File: src/rtl/debounce_pkg.sv
// Shared types and default constants for the debounce/edge-detect block.
package debounce_pkg;

  localparam int unsigned STABLE_CYCLES_DEF = 4;
  localparam int unsigned TIMER_WIDTH_DEF   = 4;
  localparam int unsigned EVT_WIDTH_DEF     = 8;

  // Debounce FSM: two stable levels, each with a check state toward the other
  typedef enum logic [1:0] {
    STABLE_LO = 2'd0,
    CHECK_HI  = 2'd1,
    STABLE_HI = 2'd2,
    CHECK_LO  = 2'd3
  } db_state_e;

endpackage

File: src/rtl/debounce_edge_if.sv
// Signal bundle between the synchronized input source and the debouncer.
interface debounce_edge_if
  import debounce_pkg::*;
#(
  parameter int unsigned EVT_WIDTH = EVT_WIDTH_DEF
);

  logic                 sync_in;
  logic                 clear;
  logic                 level;
  logic                 rise_pulse;
  logic                 fall_pulse;
  logic [EVT_WIDTH-1:0] edge_count;

  modport master (
    output sync_in,
    output clear,
    input  level,
    input  rise_pulse,
    input  fall_pulse,
    input  edge_count
  );

  modport slave (
    input  sync_in,
    input  clear,
    output level,
    output rise_pulse,
    output fall_pulse,
    output edge_count
  );

endinterface

File: src/rtl/flex_counter.sv
// Stability timer: counts enabled cycles, flags when the count reaches rollover_val.
module flex_counter #(
  parameter int unsigned WIDTH = 4
) (
  input  logic             clk,
  input  logic             n_rst,
  input  logic             clear,
  input  logic             count_enable,
  input  logic [WIDTH-1:0] rollover_val,
  output logic             rollover_flag
);

  logic [WIDTH-1:0] count;
  logic [WIDTH-1:0] count_next;

  // Increment, wrapping to zero once the rollover value has been reached
  always_comb begin
    count_next = count + WIDTH'(1);
    if (count == rollover_val) begin
      count_next = '0;
    end
  end

  // Count register; the flag tracks whether the held count equals rollover_val
  always_ff @(posedge clk or negedge n_rst) begin
    if (!n_rst) begin
      count         <= '0;
      rollover_flag <= 1'b0;
    end else if (clear) begin
      count         <= '0;
      rollover_flag <= (rollover_val == '0);
    end else if (count_enable) begin
      count         <= count_next;
      rollover_flag <= (count_next == rollover_val);
    end
  end

endmodule

File: src/rtl/debounce_edge.sv
// Debouncer with registered level, rise/fall pulses and an optional saturating
// edge counter (built only when DEBOUNCE_EDGE_EVT_COUNT_EN is defined).
module debounce_edge
  import debounce_pkg::*;
#(
  parameter int unsigned STABLE_CYCLES = STABLE_CYCLES_DEF,
  parameter int unsigned TIMER_WIDTH   = TIMER_WIDTH_DEF,
  parameter int unsigned EVT_WIDTH     = EVT_WIDTH_DEF
) (
  input logic             clk,
  input logic             n_rst,
  debounce_edge_if.slave  bus
);

  localparam logic [TIMER_WIDTH-1:0] ROLLOVER = TIMER_WIDTH'(STABLE_CYCLES - 1);
  localparam bit SINGLE_CYCLE = (STABLE_CYCLES == 1);

  db_state_e state;
  db_state_e state_next;
  logic      level_q;
  logic      level_next;
  logic      rise_q;
  logic      rise_next;
  logic      fall_q;
  logic      fall_next;
  logic      edge_next;
  logic      timer_clear;
  logic      timer_en;
  logic      timer_done;

  flex_counter #(
    .WIDTH (TIMER_WIDTH)
  ) u_timer (
    .clk           (clk),
    .n_rst         (n_rst),
    .clear         (timer_clear),
    .count_enable  (timer_en),
    .rollover_val  (ROLLOVER),
    .rollover_flag (timer_done)
  );

  // State, level and pulse registers
  always_ff @(posedge clk or negedge n_rst) begin
    if (!n_rst) begin
      state   <= STABLE_LO;
      level_q <= 1'b0;
      rise_q  <= 1'b0;
      fall_q  <= 1'b0;
    end else begin
      state   <= state_next;
      level_q <= level_next;
      rise_q  <= rise_next;
      fall_q  <= fall_next;
    end
  end

  // Next-state, timer control and next level/pulse values
  always_comb begin
    state_next  = state;
    level_next  = level_q;
    rise_next   = 1'b0;
    fall_next   = 1'b0;
    timer_clear = 1'b0;
    timer_en    = 1'b0;
    unique case (state)
      STABLE_LO: begin
        if (bus.sync_in) begin
          if (SINGLE_CYCLE) begin
            state_next = STABLE_HI;
            level_next = 1'b1;
            rise_next  = 1'b1;
          end else begin
            state_next = CHECK_HI;
            timer_en   = 1'b1;
          end
        end
      end
      CHECK_HI: begin
        if (!bus.sync_in) begin
          state_next  = STABLE_LO;
          timer_clear = 1'b1;
        end else if (timer_done) begin
          state_next  = STABLE_HI;
          timer_clear = 1'b1;
          level_next  = 1'b1;
          rise_next   = 1'b1;
        end else begin
          timer_en = 1'b1;
        end
      end
      STABLE_HI: begin
        if (!bus.sync_in) begin
          if (SINGLE_CYCLE) begin
            state_next = STABLE_LO;
            level_next = 1'b0;
            fall_next  = 1'b1;
          end else begin
            state_next = CHECK_LO;
            timer_en   = 1'b1;
          end
        end
      end
      CHECK_LO: begin
        if (bus.sync_in) begin
          state_next  = STABLE_HI;
          timer_clear = 1'b1;
        end else if (timer_done) begin
          state_next  = STABLE_LO;
          timer_clear = 1'b1;
          level_next  = 1'b0;
          fall_next   = 1'b1;
        end else begin
          timer_en = 1'b1;
        end
      end
      default: begin
        state_next  = STABLE_LO;
        timer_clear = 1'b1;
        level_next  = 1'b0;
      end
    endcase
    edge_next = rise_next | fall_next;
  end

  assign bus.level      = level_q;
  assign bus.rise_pulse = rise_q;
  assign bus.fall_pulse = fall_q;

`ifdef DEBOUNCE_EDGE_EVT_COUNT_EN
  logic [EVT_WIDTH-1:0] edge_count_q;

  // Saturating accepted-edge counter; clear wins, then the coincident edge counts
  always_ff @(posedge clk or negedge n_rst) begin
    if (!n_rst) begin
      edge_count_q <= '0;
    end else if (bus.clear) begin
      edge_count_q <= edge_next ? EVT_WIDTH'(1) : '0;
    end else if (edge_next && (edge_count_q != '1)) begin
      edge_count_q <= edge_count_q + EVT_WIDTH'(1);
    end
  end

  assign bus.edge_count = edge_count_q;
`else
  logic unused_c;

  assign bus.edge_count = '0;
  assign unused_c       = bus.clear | edge_next;
`endif

endmodule

File: src/flat_wrapper.sv
// flat-port wrapper written by rule: the top's interface ports become plain ports
module debounce_edge_flat import debounce_pkg::*;
#(
  parameter int unsigned STABLE_CYCLES = STABLE_CYCLES_DEF,
  parameter int unsigned TIMER_WIDTH   = TIMER_WIDTH_DEF,
  parameter int unsigned EVT_WIDTH     = EVT_WIDTH_DEF
)
  (clk, n_rst, bus_sync_in, bus_clear, bus_level, bus_rise_pulse, bus_fall_pulse, bus_edge_count);
  debounce_edge_if #(.EVT_WIDTH(EVT_WIDTH)) bus_i ();
  input logic clk;
  input logic n_rst;
  input wire logic [$bits(bus_i.sync_in)-1:0] bus_sync_in;
  input wire logic [$bits(bus_i.clear)-1:0] bus_clear;
  output wire logic [$bits(bus_i.level)-1:0] bus_level;
  output wire logic [$bits(bus_i.rise_pulse)-1:0] bus_rise_pulse;
  output wire logic [$bits(bus_i.fall_pulse)-1:0] bus_fall_pulse;
  output wire logic [$bits(bus_i.edge_count)-1:0] bus_edge_count;
  assign bus_i.sync_in = bus_sync_in;
  assign bus_i.clear = bus_clear;
  assign bus_level = bus_i.level;
  assign bus_rise_pulse = bus_i.rise_pulse;
  assign bus_fall_pulse = bus_i.fall_pulse;
  assign bus_edge_count = bus_i.edge_count;
  debounce_edge #(.STABLE_CYCLES(STABLE_CYCLES), .TIMER_WIDTH(TIMER_WIDTH), .EVT_WIDTH(EVT_WIDTH)) u_core (.clk(clk), .n_rst(n_rst), .bus(bus_i));
endmodule
File: config.mk
export PLATFORM = sky130hd
export DESIGN_NAME = debounce_edge_flat
export DESIGN_NICKNAME = d
export VERILOG_FILES = /design/src/rtl/debounce_pkg.sv /design/src/rtl/debounce_edge_if.sv /design/src/rtl/flex_counter.sv /design/src/rtl/debounce_edge.sv /design/src/flat_wrapper.sv
export SDC_FILE = /design/constraint.sdc
export NUM_CORES = 1
export LEC_CHECK = 0
export BUFFER_PORTS_ARGS = -buffer_cell sky130_fd_sc_hd__buf_4
export CAP_MARGIN = 15
export CORE_MARGIN = 3
export CORE_UTILIZATION = 49
export CTS_BUF_LIST = sky130_fd_sc_hd__clkbuf_8
export DETAILED_ROUTE_END_ITERATION = 16
export HOLD_SLACK_MARGIN = 0.15
export PLACE_DENSITY = 0.81
export SLEW_MARGIN = 20
export SYNTH_ARGS = -nofsm -noshare
export SYNTH_HDL_FRONTEND = slang
export SYNTH_HIERARCHICAL = 1
export SYNTH_SLANG_ARGS = --single-unit
File: constraint.sdc
create_clock -name clk -period 1.6 [get_ports clk]
set_input_delay 0.16 -clock clk [delete_from_list [all_inputs] [get_ports clk]]
set_output_delay 0.16 -clock clk [all_outputs]
set_load 0.05 [all_outputs]
==> impl_results.md <==
- Clock slew seen by the registers of the worst setup and hold paths: 0.05 ns
- Die H: 43.0 um
- IO Pins: 15
- TritonCTS Sinks: 10
- Worst Path Arrival: 1.76 ns
- Post-Synthesis Cell Area: 672 um2
- Synth Flop Type: dfrtp_1
- P&R area growth vs syn: 39.9%
- FF+latch area: 254 um2
- All-Layer GR Usage: 15.4%
- Worst EP required: 1.76 ns
- Max-capacitance violation count: 0
- Total CTS buffers: 3
- Setup violators final: 0
- Share of the synthesized area in the top cell type: 37.2%
- Max Clk Rate: 626 MHz
- Worst skew pair latency: 0.24 ns
- Netlist cell types: 30
- Leading area contributor after synthesis: dfrtp_1
- Status: completed
- Top cells by area, synth: dfrtp_1 (37%), buf_4 (8.9%), xnor2_1 (7.8%)
- Max VDD drop: 1160 uV
- Die Footprint: 1850 um2
- Max-slew violations: 0
- Drt initial violations: 15
- DR vias: 619
- CTS tree: built
- Drt pass-1 iters: 4
- WL final: 1520 um
- Post-synth EDFFs: 0
- Yosys reg bits: 10
- Multi-input logic area: 487 um2
- Final min period: 1.60 ns
- First-pass GRT wire length: 2150 um
- Ys async rst share: 100%
- DP Area: 810 um2
- Most common cell after layout, fill and taps aside: conb_1
- Ant diodes: 0
- Final Power: 0.00145 W
- Final count of hold timing violations: 0
- GRT overflow: 0
- Antenna viol nets, final: 0
- DIE WIDTH: 43.0 um
- Critical path fanouts, max: 5
- LEAKAGE: 0.437 nW
- Nets: 115
- Initial core utilization: 55.9%
- # port buffers: 5
- Root Buffer: clkbuf_8
- Clock Skews: 0.00797 ns
- Crit path capture type: flip-flop
- Most frequent cells in the layout: conb_1 (24), buf_4 (15), dfrtp_1 (7)
- Post-DR wirelength/cell: 12.4 um
- Core area: 1200 um2
- # H-tree levels: 1
- Seq/Total Area, Yosys: 37.2%
- Avg Vias per Cell: 5.07
- # DRC: 0
- Min-delay src: bus_sync_in
- Clock tree buffer depth: 2
- WS Path Type: reg -> reg
- Core Util, Final: 78.2%
- Final period util: 99.9%
- Antenna violations before repair: 0
- Routability Congestion: 0.868
- Worst Reg2Reg Path Length in Cells: 5
- Worst flop-to-flop path startpoint: u_core/u_timer/count[1]
- Pwr/cell area: 1550 nW/um2
- Design area: 940 um2
- Row count: 12
- Number of global-route vias before repair: 524
- WHS Path Cells: 2
- Worst setup SP type: flip-flop
- Largest net degree at the start of global routing: 11
- HP Class: in -> reg
- Reg2Reg Setup Slack: 0.002 ns
- Beginning of the critical path: u_core/u_timer/count[1]
- Syn Inst Count: 74
- Hpwl dp: 965 um
- Synth warn: 6
- WHS: 0.214 ns
- Share of layout cells above drive strength 1: 31.5%
- Post-Route Setup TNS: 0 ns
- Layout fillers: 82
- Reg2reg end: u_core/u_timer/count[3]
- Average cell area after synthesis: 9.08 um2
==> critical path: stages, from the launching register on <==
cell and delay, ns:
dfrtp_2 0.44, xnor2_1 0.19, nand4_1 0.24, nand2_1 0.14, or3_1 0.38, a21oi_1 0.14
==> through the flow <==
step | instances | setup WS [ns]
global route | 122 | -0.0941
CTS | 120 | 0.0140
floorplan | 96 | 0.0417
global placement | 115 | 0.0289
detailed placement | 115 | 0.0167
finish | 122 | 0.00177
==> power breakdown <==
group / switching, W / internal (W)
registers: 0.000109 / 0.000331
clock network: 0.0000883 / 0.000164
logic: 0.000405 / 0.000355
total: 0.000602 / 0.000850
==> worst max path at each step <==
stage                                               to  depth (start not counted)  slack (ns)
after floorplan           u_core/u_timer/rollover_flag                          5        0.04
after global placement    u_core/u_timer/rollover_flag                          5        0.03
after detailed placement  u_core/u_timer/rollover_flag                          5        0.02
after CTS                 u_core/u_timer/rollover_flag                          5        0.01
after global routing           u_core/u_timer/count[3]                          5       -0.09
final                          u_core/u_timer/count[3]                          5       0.002
==> cells in the mapped netlist (2+ instances only) <==
cell	number
a21oi_1	8
a31oi_1	3
buf_4	8
conb_1	2
dfrtp_1	10
inv_1	2
nand2_1	4
nand3_1	4
nor2_1	4
nor3b_1	2
o21ai_0	2
or3_1	2
xnor2_1	6
==> what timing repair did <==
action,CTS,global route
buffers inserted,0,2
hold buffers,2,0
endpoints found under the setup margin,0,3
hold endpoints to repair,11,0
gates resized for setup,0,13
==> logic make-up after synthesis <==
| logic type | Yosys count | share of synthesized area (%) |
|---|---|---|
| buf+inv | 10 | 10.1 |
| fa+ha+maj | 1 | 1.86 |
| other cells | 2 | 1.12 |
| simple gates | 22 | 17.1 |
| mux | 3 | 5.40 |
| compound gates | 20 | 19.4 |
| xor+xnor | 6 | 7.82 |
| flops | 10 | 37.2 |
==> flip-flops by register name, summed over array words and instances (netlist names), named ones only <==
| register | cells |
|---|---|
| u_core/u_timer/count | 4 |
| u_core/bus.rise_pulse | 1 |
| u_core/u_timer/rollover_flag | 1 |
| u_core/bus.level | 1 |
| u_core/bus.fall_pulse | 1 |
| u_core/state | 1 |
==> cell type report <==
type / count / area share (%)
inverter: 2 / 0.799
tap: 14 / 1.86
timing repair buffer: 17 / 14.1
sequential: 10 / 27.0
clock buffer: 3 / 4.39
multi-input combinational: 76 / 51.8
==> per-layer routing <==
layer	global-route usage, %	wire, um	up-vias
li1	-	-	304
met1	20.4	660	293
met2	23.4	754	22
met3	7.63	102	0
met4	1.81	0	0
met5	0	0	-
Power figures use the tool's default switching activity.
